===== src/rtl/list_walk_arbiter.sv =====
// rtl/list_walk_arbiter.sv - round-robin arbiter sharing one linked-list walker among requesters
module list_walk_arbiter #(
    parameter int NREQ  = 4,
    parameter int n     = 16,
    parameter int Width = $clog2(n),
    parameter int IW    = $clog2(NREQ)
) (
    input  logic                       clk,
    input  logic                       rst,
    input  logic                       init_vld,
    input  logic [NREQ-1:0]            req_vld,
    input  logic [NREQ-1:0][Width-1:0] req_ptr,
    output logic [NREQ-1:0]            req_rdy,
    output logic [Width-1:0]           wk_start,
    output logic                       wk_start_vld,
    input  logic                       wk_start_rdy,
    input  logic [Width-1:0]           wk_ptr,
    input  logic                       wk_ptr_vld,
    output logic [Width-1:0]           out_ptr,
    output logic                       out_ptr_vld,
    output logic [IW-1:0]              out_id,
    output logic [NREQ-1:0]            done,
    output logic [Width:0]             done_len,
    output logic                       done_err
);

    typedef enum logic [1:0] {
        IDLE,
        ISSUE,
        WALK
    } state_t;

    // A list longer than the node count can only mean the table loops back on itself.
    localparam logic [Width:0] LEN_MAX = (Width+1)'(n);

    state_t           state;
    state_t           state_n;
    logic [IW-1:0]    last_grant;
    logic [IW-1:0]    id_q;
    logic [IW-1:0]    gnt_id;
    logic [IW-1:0]    idx;
    logic             gnt_any;
    logic             grant;
    logic [Width-1:0] gnt_ptr;
    logic [NREQ-1:0]  gnt_onehot;
    logic [NREQ-1:0]  id_onehot;
    logic [Width:0]   len;
    logic             seen;
    logic             overflow;

    // Round-robin scan starting just after the most recently accepted requester.
    always_comb begin
        gnt_any = 1'b0;
        gnt_id  = '0;
        idx     = '0;
        for (int k = 1; k <= NREQ; k++) begin
            idx = IW'((int'(last_grant) + k) % NREQ);
            if (!gnt_any && req_vld[idx]) begin
                gnt_any = 1'b1;
                gnt_id  = idx;
            end
        end
    end

    assign grant    = (state == IDLE) && !init_vld && gnt_any;
    assign gnt_ptr  = req_ptr[gnt_id];
    assign overflow = wk_ptr_vld && (len == LEN_MAX);

    // One-hot decodes of the candidate grant and of the current owner.
    always_comb begin
        gnt_onehot         = '0;
        gnt_onehot[gnt_id] = 1'b1;
        id_onehot          = '0;
        id_onehot[id_q]    = 1'b1;
    end

    // Acceptance is combinational so a requester sees it in the grant cycle; held low in reset.
    always_comb begin
        req_rdy = '0;
        if (grant && !rst) begin
            req_rdy = gnt_onehot;
        end
    end

    // Next-state selection; a null head never leaves IDLE.
    always_comb begin
        state_n = state;
        case (state)
            IDLE: begin
                if (grant && (gnt_ptr != '0)) begin
                    state_n = ISSUE;
                end
            end
            ISSUE: begin
                if (init_vld) begin
                    state_n = IDLE;
                end else if (wk_start_rdy) begin
                    state_n = WALK;
                end
            end
            WALK: begin
                if (init_vld || overflow || (seen && !wk_ptr_vld)) begin
                    state_n = IDLE;
                end
            end
            default: state_n = IDLE;
        endcase
    end

    // State register.
    always_ff @(posedge clk or posedge rst) begin
        if (rst) begin
            state <= IDLE;
        end else begin
            state <= state_n;
        end
    end

    // Grant bookkeeping, walker handoff, stream forwarding and completion reporting.
    always_ff @(posedge clk or posedge rst) begin
        if (rst) begin
            last_grant   <= IW'(NREQ-1);
            id_q         <= '0;
            len          <= '0;
            seen         <= 1'b0;
            wk_start     <= '0;
            wk_start_vld <= 1'b0;
            out_ptr      <= '0;
            out_ptr_vld  <= 1'b0;
            out_id       <= '0;
            done         <= '0;
            done_len     <= '0;
            done_err     <= 1'b0;
        end else begin
            wk_start_vld <= (state_n == ISSUE);
            out_ptr_vld  <= 1'b0;
            done         <= '0;
            case (state)
                IDLE: begin
                    if (grant) begin
                        id_q       <= gnt_id;
                        last_grant <= gnt_id;
                        len        <= '0;
                        seen       <= 1'b0;
                        if (gnt_ptr != '0) begin
                            wk_start <= gnt_ptr;
                        end else begin
                            done     <= gnt_onehot;
                            done_len <= '0;
                            done_err <= 1'b0;
                        end
                    end
                end
                ISSUE: begin
                    if (init_vld) begin
                        done     <= id_onehot;
                        done_len <= len;
                        done_err <= 1'b1;
                    end else if (wk_start_rdy) begin
                        len  <= '0;
                        seen <= 1'b0;
                    end
                end
                WALK: begin
                    if (init_vld) begin
                        done     <= id_onehot;
                        done_len <= len;
                        done_err <= 1'b1;
                    end else if (overflow) begin
                        done     <= id_onehot;
                        done_len <= LEN_MAX;
                        done_err <= 1'b1;
                    end else if (wk_ptr_vld) begin
                        out_ptr     <= wk_ptr;
                        out_ptr_vld <= 1'b1;
                        out_id      <= id_q;
                        len         <= len + 1'b1;
                        seen        <= 1'b1;
                    end else if (seen) begin
                        done     <= id_onehot;
                        done_len <= len;
                        done_err <= 1'b0;
                    end
                end
                default: ;
            endcase
        end
    end

endmodule


===== config.mk =====
export PLATFORM = sky130hd
export DESIGN_NAME = list_walk_arbiter
export DESIGN_NICKNAME = d
export VERILOG_FILES = /design/src/rtl/list_walk_arbiter.sv
export SDC_FILE = /design/constraint.sdc
export NUM_CORES = 1
export LEC_CHECK = 0
export ABC_AREA = 1
export CAP_MARGIN = 20
export CORE_MARGIN = 10
export CORE_UTILIZATION = 65
export CTS_BUF_LIST = sky130_fd_sc_hd__clkbuf_4
export CTS_CLUSTER_DIAMETER = 80
export DETAILED_ROUTE_END_ITERATION = 8
export DONT_BUFFER_PORTS = 1
export PLACE_DENSITY = 0.81
export SYNTH_ARGS = -nofsm -noshare
export SYNTH_HDL_FRONTEND = slang
export SYNTH_SLANG_ARGS = --single-unit

===== constraint.sdc =====
create_clock -name clk -period 4.4 [get_ports clk]
set_input_delay 1.1 -clock clk [delete_from_list [all_inputs] [get_ports clk]]
set_output_delay 1.1 -clock clk [all_outputs]
set_load 0.01 [all_outputs]

Yosys cells after proc, flatten, opt, wreduce, memory -nomap -nowiden
Index checks and enable logic that the tools add are counted.
Word-level totals
  register bits: 34
  bits in latches: 0
  RAM bits: 0
  ROM bits: 0
  bits of input ports: 29
  output and inout bits: 26
  logic and storage cells: 139
  memories: 0
Cells by class
  $add $sub $neg: 5
  $mul: 0
  div/mod/pow operators: 0
  magnitude comparators: 8
  eq/ne operators: 14
  shift-type cells: 0
  multiplexer cells: 70
  bitwise logic cells: 2
  reduce and logical (&&, ||, !) cells: 27
Operators with widths (count)
  2-to-1 mux 5 bit: 13
  2-to-1 mux 4 bit: 9
  one-hot mux 5 bit (3 select lines): 2
  2-to-1 mux 1 bit: 27
  < comparator 2 x 3 -> 1 bit, second input constant: 6
  2-to-1 mux 2 bit: 8
  inequality test 2 bit, second input constant: 8
  one-hot mux 4 bit (3 select lines): 1
  logical AND 1 bit: 11
  binary-select mux 1 bit (select 2 bit): 4
  binary-select mux 4 bit (select 2 bit): 1
  inequality test 4 bit, second input constant: 2
  AND reduction 7 bit: 1
  zero test 1 bit: 6
  one-hot mux 1 bit (3 select lines): 2
  one-hot mux 2 bit (3 select lines): 1
  AND reduction 6 bit: 1
  adder 5 x 1 -> 5 bit, second input constant: 1
  equality test 5 bit, second input constant: 1
  adder 2 x 1 -> 2 bit, second input constant: 2
  adder 2 bit, second input constant: 2
  demux 1 bit (select 2 bit): 2
  equality test 2 x 1 -> 1 bit, second input constant: 2
  greater-or-equal comparator 2 x 1 -> 1 bit, second input constant: 2
  9 further kinds: 11

Longest topological paths before layout
Gate-level depths: netlist of the first run.
  word-level depth: 20
  depth in mapped cells: 21
  mapped depth without buffers: 19

Least setup slack after synthesis of the first run
Ideal clock, no wire load.
  kind: input to output
  from: input rst
  to: output req_rdy[1]
  arrival: 2399 ps
  required time: 3300 ps
  setup slack: 901 ps
  stages: 3
  cells stage by stage: inv_1 > nand2_1 > nor3_1
On the way
  word-level cells in the longest chain between the ends: 3
Ends and longest elaborated chain
  from (decl): line 9  | input logic rst,
  zero test 1 bit (no source line)
  logical AND 1 bit: line 80  | if (grant && !rst) begin
  2-to-1 mux 4 bit: line 80
  to (decl): line 13  | output logic [NREQ-1:0] req_rdy,
No other way between the ends.

Worst setup path after layout of the first run
  from: register last_grant[0]
  to: output req_rdy[2]
On the way
  word-level cells in the longest chain between the ends: 18
Ends and longest elaborated chain
  from (decl): line 38  | logic [IW-1:0] last_grant;
  from (signal assigned): line 122  | last_grant <= IW'(NREQ-1);
  from (signal assigned): line 142  | last_grant <= gnt_id;
  adder 2 x 1 -> 2 bit: line 57  | idx = IW'((int'(last_grant) + k) % NREQ);
  binary-select mux 1 bit (select 2 bit): line 58  | if (!gnt_any && req_vld[idx]) begin
  2-to-1 mux 1 bit (implied by the code): line 58
  2-to-1 mux 1 bit: line 58
  zero test 1 bit: line 58
  logical AND 1 bit: line 58
  2-to-1 mux 1 bit: line 58
  zero test 1 bit: line 58
  [... 2 more ...]
  zero test 1 bit: line 58
  logical AND 1 bit: line 58
  2-to-1 mux 2 bit: line 58
  < comparator 2 x 3 -> 1 bit (implied by the code) or greater-or-equal comparator 2 x 1 -> 1 bit (tied branches): line 72  | gnt_onehot[gnt_id] = 1'b1;
  logical AND 1 bit (implied by the code): line 72
  2-to-1 mux 1 bit (implied by the code): line 72
  demux 1 bit (select 2 bit): line 72
  2-to-1 mux 4 bit *: line 80
Every way passes the cells marked *; elsewhere a longest branch is shown, timed or not. The select of a mux whose other input is x is not followed.

==> results of run 1 <==
==> worst paths after layout <==
check	start	to	slack [ns]	cells past startpoint
worst max-delay path	last_grant[0]	req_rdy[2]	0.71	10
worst min-delay path	seen	seen	0.52	2
worst max register to register	last_grant[0]	done_len[2]	1.84	17
worst min register to register	seen	seen	0.52	2
max in group asynchronous	rst	last_grant[1]	3.23	2
min in group asynchronous	rst	done_len[4]	0.82	2
==> sequential cells by signal, indices dropped and copies added, names as in the netlist <==
signal / count
wk_start_vld: 1
len: 5
out_ptr: 4
done: 4
seen: 1
last_grant: 2
wk_start: 4
id_q: 2
done_err: 1
done_len: 5
out_ptr_vld: 1
state: 2
out_id: 2
==> cell usage in the layout, fill, tap and decap left out <==
master     Yosys  final
nor3_1         4      4
nor3_2         1      1
nand3_2        1      1
xor2_1         2      2
dfstp_2        2      2
a21oi_2        1      1
nor2_4         4      4
bufinv_16      0      1
ha_1           7      7
nand2_1       98     98
nor2_1        14     14
o22ai_1        4      4
xnor2_1        1      1
clkinv_1       0      1
nand3b_1       2      2
clkbuf_4       0      6
nand3_4        2      2
inv_4          2      2
inv_2          2      2
nand2_2       15     15
inv_8          1      1
nand4_1       10     10
a21oi_1        6      6
nand3_1       28     28
o21ai_0       14     14
o31ai_1        1      1
nor3b_4        1      1
nor2_2         1      1
dfrtp_1       32     32
inv_1         27     27
nand2_4        8      8
buf_4          0      1
==> synthesized netlist by cell type <==
library cell   n
o22ai_1        4
nor2_2         1
nor3_2         1
buf_8          1
nand3_4        2
clkbuf_1       2
nand3_1       28
nand2_2       15
nand3_2        1
ha_1           7
xor2_1         2
inv_2          2
o31ai_1        1
nor3b_4        1
nand2_1       98
inv_1         27
inv_8          1
nor2_1        14
inv_4          2
o21ai_0       14
xnor2_1        1
dfrtp_1       32
nand2_4        8
nand3b_1       2
a21oi_2        1
nor2_4         4
buf_6          1
nor3_1         4
dfstp_2        2
nand4_1       10
a21oi_1        6
==> power groups by stage <==
stage               Combinational, mW  Clock (mW)  Sequential [mW]
floorplan                        1.20           0            0.501
global route                     1.52       0.243            0.556
detailed placement               1.33           0            0.545
finish                           1.33       0.225            0.536
global placement                 1.31           0            0.540
CTS                              1.34       0.230            0.540
==> metrics by stage <==
stage / hold WS [ns] / instances / util [%] / setup WS, ns / area [um^2]
after floorplan: 0.463 / 295 / - / 0.901 / 2240
after global placement: 0.485 / 338 / 68.1 / 0.754 / 2270
after detailed placement: 0.498 / 338 / 68.1 / 0.714 / 2270
after CTS: 0.523 / 346 / 70.5 / 0.694 / 2350
after global routing: 0.568 / 346 / 70.5 / 0.459 / 2350
final: 0.522 / 346 / 70.5 / 0.710 / 2350
==> routing by layer <==
metal | GRT usage, % | share of wire, %
met1 | 20.8 | 42
met2 | 26.0 | 46
met3 | 7.21 | 10
met4 | 5.56 | 1.0
met5 | 0 | 0
==> area by class of cell <==
type                            count  area share (%)
Clock buffer                        6            1.91
Clock inverter                      2            1.44
Inverter                           32            5.64
Multi-Input combinational cell    225            52.0
Sequential cell                    34            36.3
Tap cell                           46            2.45
Timing Repair Buffer                1           0.319
==> critical path: stages, from the launching register on <==
cell,delay (ns)
dfstp_2,0.72
nand2_1,0.11
nand2_2,0.11
nand2_1,0.06
nand2_2,0.07
inv_1,0.07
nand3_4,0.15
nand2_1,0.10
inv_1,0.30
nand2_1,0.18
nor3_1,0.38
==> logic make-up after synthesis <==
logic type / share of synthesized area [%]
buffers and inverters: 7.42
AND/OR/NAND/NOR: 43.1
adder cells (fa/ha/maj): 3.91
flip-flops: 38.1
XOR/XNOR: 1.17
AO/OA/AOI/OAI: 6.31
==> results.cfg, run 1 <==
[floorplan]
die_y_um = 78.7
fp.dieW_um = 78.7
start_util_pct = 67.2
ios = 55
dieArea_um2 = 6200
core_area_um2 = 3340
rows = 21

[synth]
yosys.area.top_type = dfrtp_1
yosysUniqueCellTypes = 31
ys_seq_area_share_pct = 38.1
syn-cell-area_um2 = 2240
synth_warnings = 0
ys_seq_elements = 34
synth.area.top_cells = dfrtp_1 (36%), nand2_1 (16%), nand3_1 (6.3%), inv_1 (4.5%), nand2_2 (4.2%)
synthCells = 295
synthesis.nets = 331
yosysTopAreaCellShare_pct = 35.7
syn_area_per_cell_um2 = 7.60

[pwr]
leakagePower_nw = 1.23
seq_power_share_pct = 25.6
p_total_mw = 2.09
p_comb_share_pct = 63.6
switching_power_mw = 1.13
clkPwrFrac_pct = 10.8
peakVddDrop_v = 0.000656
p_per_area_nw_per_um2 = 889
p_int_mw = 0.960
swShare_pct = 54.1

[critical_path]
arrival_ns = 2.59
path_max_fanout = 13
critical_path.startpoint_type = flop
required_ns = 3.30
critical_path_class = reg2out
critPathCaptureType = primary output

[clock_tree]
htreeDepth = 2
cts.clk_slew.worst_paths_ns = 0.10
cts_made_buffers = 5
cts_hold_buf = 0
cts_root_buffer = clkbuf_4
clock-sinks = 34
cts-resized-gates = 0
cts_tree = built
clk_latency_ns = 0.33
clk_path_buf_depth = 2
cts_setup_buffers = 0

[grt]
antenna_found_initial = 0
overflow = 0
grt.total_usage_pct = 16.9
first_global_vias = 1838
grt_max_degree = 35
grt_pass1_wl_um = 8600

[drt]
dr.pass1.iters = 4
avgViaCountPerCell = 5.40
drtIter0Drc = 127
drc = 0
ant_nets = 0
wl_per_cell_um = 14.3
via_count = 1870
routed_wl_um = 4930

[finish]
antenna_cells = 0
nets = 335
drive_above_1_share_pct = 16.3
regArea_um2 = 853
syn_to_final_growth_pct = 4.91
n_fill_cell = 295
multi_input_area_um2 = 1220

[timing]
fin_crit_sh_pct = 83.9
fin_crit_ns = 3.69
tightest_slew_ns = 0.634
fmax_mhz = 271
rsz0062_at_grt = no
finalSetupViolCount = 0
maxSlewHeadroom_pct = 57.4
fin_worst_skew_ns = 0.00901
finalHoldViolCount = 0
slew_viol_final = 0
finalSetupTns_ns = 0

[place]
place_congestion = 0.842
io_buffers = 0
hpwl_um = 3950

[outcome]
status = finished, final reports clean

[worst_hold_path]
worstHoldPathType = reg2reg

[run]
maxCapViolCount = 0
Note: power is estimated with default switching activity, not from simulation.
==> run 2: changes to the inputs <==
clock period = 3.54 ns   (was 4.4 ns; I/O delays follow)
==> run 2 against run 1 <==
Effect of this change:
- utilization down 0.30 points
- combinational power up 26%
- global-route usage down 0.63 points
- non-clock buffer count up 2
- register-to-register slack worse by 0.83 ns
==> results.cfg, run 2 (same netlist as run 1, synthesis figures left out) <==
[outcome]
status = finished, final reports clean

[floorplan]
start_util_pct = 67.2
core_area_um2 = 3340
ios = 55
rows = 21
dieArea_um2 = 6200
die_y_um = 78.7
fp.dieW_um = 78.7

[critical_path]
path_max_fanout = 14
critical_path_class = reg2out
required_ns = 2.65
critical_path.startpoint_type = flop
crit_path_end = req_rdy[2]
crit_start = last_grant[0]
r2r_start = last_grant[0]
arrival_ns = 2.41
regToRegSetupSlack_ns = 1.01
rr_endpoint = done_len[2]
critPathCaptureType = primary output
r2r_cells = 17

[grt]
grt.total_usage_pct = 16.2
grt_max_degree = 35
antenna_found_initial = 0
overflow = 0
first_global_vias = 1767
grt_pass1_wl_um = 8190

[timing]
fin_crit_sh_pct = 93.2
finalSetupViolCount = 0
fmax_mhz = 303
finalSetupTns_ns = 0
tightest_slew_ns = 0.485
finalHoldViolCount = 0
rsz0062_at_grt = no
slew_viol_final = 0
fin_worst_skew_ns = 0.00981
fin_crit_ns = 3.30
maxSlewHeadroom_pct = 67.4

[finish]
layout.cells.most_common = nand2_1
syn_to_final_growth_pct = 4.46
drive_above_1_share_pct = 16.9
antenna_cells = 0
most-common-layout-cells = nand2_1 (98), dfrtp_1 (32), nand3_1 (28)
nets = 337
n_fill_cell = 299
top_regs = done_len: 5 flops, len: 5 flops

[pwr]
p_per_area_nw_per_um2 = 1080
leakagePower_nw = 1.22
peakVddDrop_v = 0.00112
p_total_mw = 2.53

[place]
io_buffers = 0
hpwl_um = 3920
place_congestion = 0.809

[clock_tree]
clk_latency_ns = 0.34
htreeDepth = 2
cts_tree = built
cts_hold_buf = 0
cts.clk_slew.worst_paths_ns = 0.10
clock-sinks = 34
cts_setup_buffers = 0
cts_made_buffers = 5
clk_path_buf_depth = 2
cts-resized-gates = 0
cts_root_buffer = clkbuf_4

[run]
maxCapViolCount = 0

[worst_hold_path]
worstHoldPathType = reg2reg

[drt]
drc = 0
wl_per_cell_um = 14.0
via_count = 1875
dr.pass1.iters = 4
routed_wl_um = 4870
drtIter0Drc = 71
avgViaCountPerCell = 5.39
ant_nets = 0
-- run 2: cell count changes in the layout (fill, tap and decap cells not counted), sizes merged --
cell / delta
clkinv: +1
bufinv: -1
clkbuf: -1
buf: +2
clkinvlp: +1
-- run 2: cell type report --
type | count | area (um^2) | share of cell area, %
Clock inverter | 3 | 16.3 | 0.694
Sequential cell | 34 | 853 | 36.4
Clock buffer | 5 | 37.5 | 1.60
Inverter | 32 | 133 | 5.66
Tap cell | 46 | 57.6 | 2.46
Multi-Input combinational cell | 225 | 1220 | 52.2
Timing Repair Buffer | 3 | 22.5 | 0.962
-- run 2: worst min-delay path by stage --
stage                     start  endpoint  slack, ns  cells after the start
after global routing       seen      seen       0.57                      2
after detailed placement   seen      seen       0.50                      2
after global placement     seen      seen       0.49                      2
after CTS                  seen      seen       0.52                      2
after floorplan            seen      seen       0.46                      2
final                      seen      seen       0.52                      2
-- run 2: worst max-delay path: stages (launching register included) --
cell and delay (ns):
dfstp_2 0.71, inv_8 0.08, nand2_1 0.08, nand2_2 0.07
nand2_2 0.10, nand2_4 0.07, inv_4 0.07, nand3_2 0.19
nand3_4 0.24, inv_1 0.10, nor3_1 0.38
-- run 2: per-layer routing --
layer | track usage [%] | part of all wire [%] | vias to the layer above | wire length, um
li1 | - | - | 965 | -
met1 | 18.9 | 42 | 846 | 2050
met2 | 25.6 | 46 | 58 | 2230
met3 | 7.66 | 11 | 6 | 520
met4 | 5.91 | 1.4 | 0 | 70
met5 | 0 | 0 | - | 0
-- run 2: where the power goes --
group / internal (mW) / leakage, nW / total [mW] / switching [mW]
combinational: 0.529 / 0.744 / 1.67 / 1.14
clock: 0.0737 / 0.0286 / 0.202 / 0.128
sequential: 0.518 / 0.450 / 0.662 / 0.144
-- run 2: stage by stage --
step	setup slack [ns]	std cells	hold WS [ns]	util (%)	instance area [um^2]
detailed placement	0.467	340	0.497	68.6	2290
CTS	0.192	348	0.521	70.2	2340
finish	0.241	348	0.524	70.2	2340
global placement	0.526	340	0.485	68.6	2290
floorplan	0.471	295	0.463	-	2240
global route	0.0394	348	0.565	70.2	2340
